[src/rtl/codec_i2c_pkg.sv]
// Shared definitions for the codec I2C write sequencer.
// Latency: n/a (types, constants and a pure line-drive decode).
// Backpressure: n/a.
package codec_i2c_pkg;

   typedef enum logic [2:0] {
      ST_IDLE,
      ST_START,
      ST_BIT,
      ST_ACK,
      ST_STOP
   } state_t;

   localparam int   BITS_PER_BYTE     = 8;
   localparam int   NUM_BYTES         = 3;
   localparam int   QUARTERS_PER_SLOT = 4;
   localparam logic WRITE_BIT         = 1'b0;

   // Pad drive for a given slot and quarter, returned as {scl_oe, sda_oe}.
   // A 1 pulls the line low; bit_val is the data bit for BIT slots.
   function automatic logic [1:0] line_drive(input state_t     st,
                                             input logic [1:0] qtr,
                                             input logic       bit_val);
      logic scl_low;
      scl_low    = (qtr == 2'd0) || (qtr == 2'd3);
      line_drive = 2'b00;
      case (st)
         ST_START: line_drive = {1'b0, qtr[1]};
         ST_BIT:   line_drive = {scl_low, ~bit_val};
         ST_ACK:   line_drive = {scl_low, 1'b0};
         ST_STOP:  line_drive = {(qtr == 2'd0), ~qtr[1]};
         default:  line_drive = 2'b00;
      endcase
   endfunction

endpackage

[src/rtl/i2c_quarter_tick.sv]
// Quarter-period tick generator: counts 0..CLK_DIV-1 while enabled.
// Latency: o_tick is combinational on the last count, one cycle wide every CLK_DIV enabled cycles.
// Backpressure: none; i_clr restarts the count, i_en low freezes it.
module i2c_quarter_tick #(
   parameter int CLK_DIV = 250
) (
   input  logic i_clk,
   input  logic i_rst_n,
   input  logic i_clr,
   input  logic i_en,
   output logic o_tick
);

   localparam int             CW   = $clog2(CLK_DIV);
   localparam logic [CW-1:0]  LAST = CW'(CLK_DIV - 1);

   logic [CW-1:0] cnt;

   // Free count within a quarter, wrapping at CLK_DIV-1, held when disabled.
   always_ff @(posedge i_clk or negedge i_rst_n) begin
      if (!i_rst_n) begin
         cnt <= '0;
      end else if (i_clr) begin
         cnt <= '0;
      end else if (i_en) begin
         cnt <= (cnt == LAST) ? '0 : cnt + 1'b1;
      end
   end

   assign o_tick = i_en && (cnt == LAST);

endmodule

[src/rtl/codec_i2c_writer.sv]
// I2C master issuing one START / dev+W / reg / data / STOP write to the codec.
// Latency: 116*CLK_DIV cycles accept-to-done when all bytes ACK; a NACK jumps straight to STOP.
// Backpressure: i_start is honoured only in IDLE; requests while o_busy are dropped.
module codec_i2c_writer
   import codec_i2c_pkg::*;
#(
   parameter int CLK_DIV = 250
) (
   input  logic       i_clk,
   input  logic       i_rst_n,
   input  logic       i_start,
   input  logic [6:0] i_dev_addr,
   input  logic [7:0] i_reg_addr,
   input  logic [7:0] i_data,
   output logic       o_busy,
   output logic       o_done,
   output logic       o_ack_err,
   output logic       o_scl_oe,
   output logic       o_sda_oe,
   input  logic       i_sda
);

   localparam int         SW       = NUM_BYTES * BITS_PER_BYTE;
   localparam logic [1:0] Q_LAST   = 2'(QUARTERS_PER_SLOT - 1);
   localparam logic [2:0] BIT_MSB  = 3'(BITS_PER_BYTE - 1);
   localparam logic [1:0] BYTE_END = 2'(NUM_BYTES - 1);

   state_t        state;
   logic [1:0]    qtr;
   logic [2:0]    bit_idx;
   logic [1:0]    byte_idx;
   logic [SW-1:0] shadow;   // outgoing bits, MSB is always the bit on the wire
   logic          tick;
   logic          accept;

   assign accept = (state == ST_IDLE) && i_start;

   i2c_quarter_tick #(
      .CLK_DIV (CLK_DIV)
   ) u_tick (
      .i_clk   (i_clk),
      .i_rst_n (i_rst_n),
      .i_clr   (accept),
      .i_en    (o_busy),
      .o_tick  (tick)
   );

   // Slot/quarter sequencer; pad drives are registered from the slot being entered.
   always_ff @(posedge i_clk or negedge i_rst_n) begin
      if (!i_rst_n) begin
         state     <= ST_IDLE;
         qtr       <= 2'd0;
         bit_idx   <= BIT_MSB;
         byte_idx  <= 2'd0;
         shadow    <= '0;
         o_busy    <= 1'b0;
         o_done    <= 1'b0;
         o_ack_err <= 1'b0;
         o_scl_oe  <= 1'b0;
         o_sda_oe  <= 1'b0;
      end else begin
         o_done <= 1'b0;
         if (state == ST_IDLE) begin
            if (i_start) begin
               shadow    <= {i_dev_addr, WRITE_BIT, i_reg_addr, i_data};
               o_ack_err <= 1'b0;
               o_busy    <= 1'b1;
               qtr       <= 2'd0;
               state     <= ST_START;
               {o_scl_oe, o_sda_oe} <= line_drive(ST_START, 2'd0, 1'b1);
            end
         end else if (tick) begin
            if (qtr != Q_LAST) begin
               // Within a slot: advance the quarter; the slave's ACK is read as SCL-high ends.
               if (state == ST_ACK && qtr == 2'd2 && i_sda) begin
                  o_ack_err <= 1'b1;
               end
               qtr <= qtr + 2'd1;
               {o_scl_oe, o_sda_oe} <= line_drive(state, qtr + 2'd1, shadow[SW-1]);
            end else begin
               qtr <= 2'd0;
               case (state)
                  ST_START: begin
                     state    <= ST_BIT;
                     bit_idx  <= BIT_MSB;
                     byte_idx <= 2'd0;
                     {o_scl_oe, o_sda_oe} <= line_drive(ST_BIT, 2'd0, shadow[SW-1]);
                  end
                  ST_BIT: begin
                     shadow <= {shadow[SW-2:0], 1'b0};
                     if (bit_idx == 3'd0) begin
                        state <= ST_ACK;
                        {o_scl_oe, o_sda_oe} <= line_drive(ST_ACK, 2'd0, 1'b1);
                     end else begin
                        bit_idx <= bit_idx - 3'd1;
                        {o_scl_oe, o_sda_oe} <= line_drive(ST_BIT, 2'd0, shadow[SW-2]);
                     end
                  end
                  ST_ACK: begin
                     // A NACK abandons the remaining bytes.
                     if (o_ack_err || byte_idx == BYTE_END) begin
                        state <= ST_STOP;
                        {o_scl_oe, o_sda_oe} <= line_drive(ST_STOP, 2'd0, 1'b1);
                     end else begin
                        state    <= ST_BIT;
                        byte_idx <= byte_idx + 2'd1;
                        bit_idx  <= BIT_MSB;
                        {o_scl_oe, o_sda_oe} <= line_drive(ST_BIT, 2'd0, shadow[SW-1]);
                     end
                  end
                  default: begin
                     state    <= ST_IDLE;
                     o_busy   <= 1'b0;
                     o_done   <= 1'b1;
                     o_scl_oe <= 1'b0;
                     o_sda_oe <= 1'b0;
                  end
               endcase
            end
         end
      end
   end

endmodule

[config.mk]
export PLATFORM = sky130hd
export DESIGN_NAME = codec_i2c_writer
export DESIGN_NICKNAME = d
export VERILOG_FILES = /design/src/rtl/codec_i2c_pkg.sv /design/src/rtl/i2c_quarter_tick.sv /design/src/rtl/codec_i2c_writer.sv
export SDC_FILE = /design/constraint.sdc
export NUM_CORES = 1
export LEC_CHECK = 0
export BUFFER_PORTS_ARGS = -buffer_cell sky130_fd_sc_hd__buf_4
export CORE_MARGIN = 3
export CORE_UTILIZATION = 52
export DETAILED_ROUTE_END_ITERATION = 10
export PLACE_DENSITY_LB_ADDON = 0.1
export SLEW_MARGIN = 20
export SYNTH_ARGS = -nofsm -noshare
export SYNTH_HDL_FRONTEND = slang
export SYNTH_HIERARCHICAL = 1
export SYNTH_SLANG_ARGS = --single-unit
export TNS_END_PERCENT = 30
[constraint.sdc]
create_clock -name i_clk -period 1.9 [get_ports i_clk]
set_clock_uncertainty 0.05 [all_clocks]
set_input_delay 0.19 -clock i_clk [delete_from_list [all_inputs] [get_ports i_clk]]
set_output_delay 0.19 -clock i_clk [all_outputs]
set_load 0.02 [all_outputs]
# Yosys cells after proc, flatten, opt, wreduce, memory -nomap -nowiden
# Index checks and enable logic that the tools add are counted.
dict set report word_totals {
  wordCells 108
  inputBits 27
  regBits 47
  latchBits 0
  ram_bits 0
  rom_bits 0
  memories 0
  output_inout_bits 5
}
dict set report op_classes {
  add_sub_neg 4
  n_mux 49
  n_div 0
  shift 0
  n_eq_ne 15
  reduce_logical 24
  n_lt_le_gt_ge 0
  bitwise 5
  n_mul 0
}
# op count
set op_table {}
lappend op_table {{2-to-1 mux 24 bit} 5}
lappend op_table {{2-to-1 mux 3 bit} 8}
lappend op_table {{2-to-1 mux 8 bit} 3}
lappend op_table {{2-to-1 mux 1 bit} 23}
lappend op_table {{one-hot mux 3 bit (3 select lines)} 2}
lappend op_table {{AND reduction 4 bit} 4}
lappend op_table {{nonzero test 2 bit} 6}
lappend op_table {{2-to-1 mux 2 bit} 5}
lappend op_table {{!= test 2 bit, second input constant} 5}
lappend op_table {{adder 8 x 1 -> 8 bit, second input constant} 1}
lappend op_table {{== test 8 bit, second input constant} 1}
lappend op_table {{one-hot mux 2 bit (4 select lines)} 1}
lappend op_table {{== test 2 bit, second input constant} 3}
lappend op_table {{== test 3 x 2 -> 1 bit, second input constant} 2}
lappend op_table {{zero test 3 bit} 2}
lappend op_table {{AND reduction 6 bit} 1}
lappend op_table {{NOT 1 bit} 5}
lappend op_table {{AND reduction 5 bit} 1}
lappend op_table {{adder 2 x 1 -> 2 bit, second input constant} 2}
lappend op_table {{logical AND 1 bit} 4}
lappend op_table {{one-hot mux 2 bit (2 select lines)} 1}
lappend op_table {{== test 3 x 1 -> 1 bit, second input constant} 1}
lappend op_table {{== test 3 bit, second input constant} 1}
lappend op_table {{!= test 3 bit, second input constant} 1}
lappend op_table {{other kinds (8)} 9}

# Longest topological paths before layout
dict set report depth {
  ltp_word 7
  ltp_mapped 11
  ltp_nobuf 8
}

# Cells and area by module
# Netlist, hierarchy kept.
# mod instances area_each_um2 seq_area_each_um2 cells_each
set modules_own_cells {}
lappend modules_own_cells {codec_i2c_writer 1 2013.2 979.7 206}
lappend modules_own_cells {i2c_quarter_tick 1 480.5 200.2 54}

# Worst setup path before layout
# No wires, ideal clock.
dict set report synth_timing {
  path_type {flip-flop to flip-flop}
  start {register u_tick.cnt[3]}
  end {register shadow[10]}
  path_slack_ps -224
  period_less_slack_ps 2124
  path_buffers 3
  setup_ps 126
  t_required_ps 1724
  stages_incl_launch_ff 10
  t_arrival_ps 1948
  path_cell_list {dfrtp_1 > nand4_1 > or2_2 > nor2_1 > buf_2 > nand3_1 > a211oi_2 > buf_4 > buf_2 > a21oi_1}
}
dict set report synth_via {
  elab_chain_cells 4
}
# item line_no
set synth_rtl {}
lappend synth_rtl {{start, declared} i2c_quarter_tick.sv:17} ;# logic [CW-1:0] cnt;
lappend synth_rtl {{start signal, assigned} i2c_quarter_tick.sv:26} ;# cnt <= (cnt == LAST) ? '0 : cnt + 1'b1;
lappend synth_rtl {{== test 8 bit} i2c_quarter_tick.sv:30} ;# assign o_tick = i_en && (cnt == LAST);
lappend synth_rtl {{logical AND 1 bit} i2c_quarter_tick.sv:30}
lappend synth_rtl {{net tick} codec_i2c_writer.sv:33} ;# logic tick;
lappend synth_rtl {{nonzero test 2 bit (no line)} -}
lappend synth_rtl {{AND reduction 4 bit (no line)} -}
lappend synth_rtl {{end signal, assigned} codec_i2c_writer.sv:65} ;# shadow <= {i_dev_addr, WRITE_BIT, i_reg_addr, i_data};
lappend synth_rtl {{end signal, assigned} codec_i2c_writer.sv:90} ;# shadow <= {shadow[SW-2:0], 1'b0};
lappend synth_rtl {{end, declared} codec_i2c_writer.sv:32} ;# logic [SW-1:0] shadow;
# The timed path passes the listed nets, and every way through them passes these cells.
# A chain may end at the register's enable or synchronous reset.

# Worst setup path after layout
dict set report layout_timing {
  start {register u_tick.cnt[1]}
  end {register shadow[1]}
}
# Same word-level chain as after synthesis.

==> results.json <==
{
  "synthesis.nets": 295,
  "hp-class": "in2reg",
  "cp.required_ps": 2090,
  "cts_buffers": 5,
  "arrival_ps": 2170,
  "finalWeightedCongestion": 0.8339,
  "synth_top_family_by_area": "simple AND/OR/NAND/NOR gates",
  "finalNonFillerCells": 372,
  "synth-seq-cells": 47,
  "power.total_mw": 3.184,
  "area_growth_pct": 34.62,
  "dp_cells": 353,
  "grt_use_met3_pct": 4.005,
  "crit_family": "buffers and inverters",
  "pin_count": 32,
  "ys_warn_count": 6,
  "syn_area_um2": 2494,
  "cp-end-kind": "flip-flop",
  "port_buffers": 31,
  "period_minus_slack_ps": 1978,
  "drt-vias-per-instance": 5.801,
  "power.leakage_nw": 1.385,
  "antenna_found_initial": 0,
  "maxSlewViolCount": 0,
  "reg2reg_to": "shadow[1]$_DFFE_PN0P_",
  "htree_levels": 2,
  "yosys.area_share.simple_pct": 18.36,
  "hold_start": "i_data[0]",
  "synthXorXnorAreaFrac_pct": 0.3512,
  "synthFlopType": "dfrtp_1",
  "reg2regPathDepth": 11,
  "seqCellArea_um2": 1180,
  "start_kind": "flip-flop",
  "layout-drive-gt1-share_pct": 37.50,
  "coreArea_um2": 4504,
  "cts_max_path_buffers": 2,
  "tightest_slew_ps": 612.2,
  "fillers": 312,
  "synth_top_cell_area_share_pct": 44.15,
  "post-route-drc-count": 0,
  "dr.first_iter.drc_count": 120,
  "synth_fa_ha_area_share_pct": 4.014,
  "fin_ws_ps": -77.86,
  "grt_pass1_wl_mm": 8.970,
  "hold_path_end": "shadow[0]$_DFFE_PN0P_",
  "cp_slowest_cell": "dfrtp_1",
  "yosysMostFrequentCell": "dfrtp_1",
  "rows": 24,
  "setup_viol": 23,
  "grt_use_met2_pct": 33.27,
  "drtAntennaViolNets": 0,
  "synthTopCellsByCount": "dfrtp_1 (44), nor2_1 (33), a21oi_1 (29), mux2i_1 (21), nand2_1 (18)",
  "n_antenna_cell": 0,
  "fmax_mhz": 505.6,
  "reg2reg_from": "u_tick/cnt[1]$_DFFE_PN0P_",
  "ir_drop_mv": 0.5397,
  "cts.sink_count": 47,
  "setup.worst_path.class": "reg2reg",
  "synth_area_leaders": "dfrtp_1 (44%), mux2i_1 (8.4%), a21oi_1 (5.8%), nor2_1 (5.0%), ha_1 (4.0%)",
  "clk_pin_slew_worst_paths_ps": 90,
  "ys_seq_area_share_pct": 47.32,
  "timing.final.crit_share_pct": 104.1,
  "synth-async-reset-ratio_pct": 100.0,
  "dieHeight_um": 75.25,
  "multi_input_area_um2": 1365,
  "hold_violations": 0,
  "dieArea_um2": 5663,
  "synth_edf_count": 0,
  "p_per_area_nw_per_um2": 948.6,
  "met1_usage_pct": 28.35,
  "overflow": 0,
  "cap_violations": 0,
  "cts_root_buffer": "clkbuf_8",
  "hpwl_mm": 3.637,
  "initial_core_util_pct": 55.36,
  "wl_per_cell_um": 16.75,
  "final_area_um2": 3357,
  "first_global_vias": 1974,
  "status": "finished, violations left",
  "grt_max_degree": 48,
  "insertion_delay_ps": 310,
  "violations": "setup timing",
  "dpl_cell_area_um2": 2958,
  "grtUsageTotal_pct": 20.74,
  "synthCells": 260,
  "die_w_um": 75.25,
  "dr.pass1.iters": 4,
  "cp_max_fo": 6,
  "vias": 2158,
  "synth_cell_type_count": 45,
  "yosys-mux-area-fraction_pct": 8.430,
  "r2r_slack_ps": -80,
  "wl_mm": 6.231,
  "worstPathCellList": "inv_1 > ha_1 > nand3b_1 > nor2_4 > buf_6 > nand3_4 > a211oi_4 > buf_6 > clkbuf_16 > nor2_4 > a21oi_2",
  "synth_top_area_cell": "dfrtp_1",
  "slowest_delay_ps": 380,
  "rsz0062_at_grt": "true",
  "holdPathStages": 3,
  "critPathBufInv": 4,
  "avgSynthCellArea_um2": 9.591,
  "tritoncts": "yes",
  "relSlewSlack_pct": 59.19,
  "synth_compound_gate_area_share_pct": 16.81,
  "grt.busiest_layer": "met2",
  "nets": 354
}
[power by group]
part | leakage, nW | internal, mW | switching, mW
clock | 0.0474 | 0.297 | 0.357
sequential | 0.546 | 1.28 | 0.221
combinational | 0.792 | 0.519 | 0.509
[through the flow]
step / TNS, ps / hold slack, ps / utilization [%] / setup WS [ps]
2_1_floorplan: -2717 / -155.6 / - / -117.0
3_3_place_gp: 0 / 190.1 / 65.67 / 34.46
3_5_place_dp: -383.2 / 192.9 / 65.67 / -42.63
4_1_cts: -120.2 / 46.50 / 69.61 / -32.22
5_1_grt: -3414 / 65.76 / 74.53 / -177.1
6_report: -767.1 / 46.92 / 74.53 / -77.86
[placed cells by master, fill, tap and decap left out, types with 10 or more instances in the layout]
cell / count
nand2_1: 18
a21oi_2: 18
nor2_1: 17
a21oi_1: 11
mux2i_1: 21
dfrtp_1: 44
buf_4: 54
nor2_2: 10
inv_1: 11
o21ai_0: 12
[registers in the layout, summed over array words and instances (netlist names)]
signal and flops:
u_tick/cnt 8, qtr 2, bit_idx 3, o_ack_err 1, o_busy 1, shadow 24
o_sda_oe 1, state 3, byte_idx 2, o_scl_oe 1, o_done 1
[metal layers]
layer | up-vias | wire length [µm]
met4 | 0 | 177
li1 | 1042 | -
met3 | 20 | 251
met5 | - | 0
met1 | 1032 | 2729
met2 | 64 | 3072
[final cells by class]
class / count / share of cell area (%)
Tap cell: 52 / 1.938
Sequential cell: 47 / 35.15
Timing Repair Buffer: 65 / 17.96
Multi-Input combinational cell: 188 / 40.66
Clock inverter: 2 / 0.4845
Inverter: 12 / 1.342
Clock buffer: 6 / 2.460
[cell families (layout without fill, tap and decap cells)]
kind of cell | count (synthesis) | in the layout
compound gates | 68 | 68
xor+xnor | 1 | 1
flops | 47 | 47
mux | 21 | 21
simple gates | 90 | 90
buf+inv | 25 | 85
fa+ha+maj | 8 | 8
[what timing repair did]
| item | in CTS | in global routing |
|---|---|---|
| setup endpoints to repair | 27 | 28 |
| resized for setup | 4 | 38 |
| endpoints found under the hold margin | 44 | 0 |
| setup buffers | 4 | 1 |
| gates cloned | 1 | 4 |
| hold buffers | 1 | 0 |
| pin swaps | 2 | 5 |
[worst register-to-register path: stages, from the launching register on]
cell	delay [ps]
dfrtp_1	380
inv_1	50
ha_1	140
nand3b_1	170
nor2_4	140
buf_6	130
nand3_4	70
a211oi_4	260
buf_6	180
clkbuf_16	170
nor2_4	40
a21oi_2	120
[worst max-delay path by stage]
| stage | start | endpoint | slack, ps | cells after the start |
|---|---|---|---|---|
| floorplan | u_tick/cnt[3]$_DFFE_PN0P_ | shadow[22]$_DFFE_PN0P_ | -120 | 10 |
| global placement | u_tick/cnt[4]$_DFFE_PN0P_ | bit_idx[0]$_DFFE_PN1P_ | 30 | 8 |
| detailed placement | u_tick/cnt[6]$_DFFE_PN0P_ | shadow[2]$_DFFE_PN0P_ | -40 | 9 |
| CTS | u_tick/cnt[1]$_DFFE_PN0P_ | shadow[2]$_DFFE_PN0P_ | -30 | 11 |
| global route | u_tick/cnt[4]$_DFFE_PN0P_ | shadow[1]$_DFFE_PN0P_ | -180 | 10 |
| finish | u_tick/cnt[1]$_DFFE_PN0P_ | shadow[1]$_DFFE_PN0P_ | -80 | 11 |
Power figures use the tool's default switching activity.
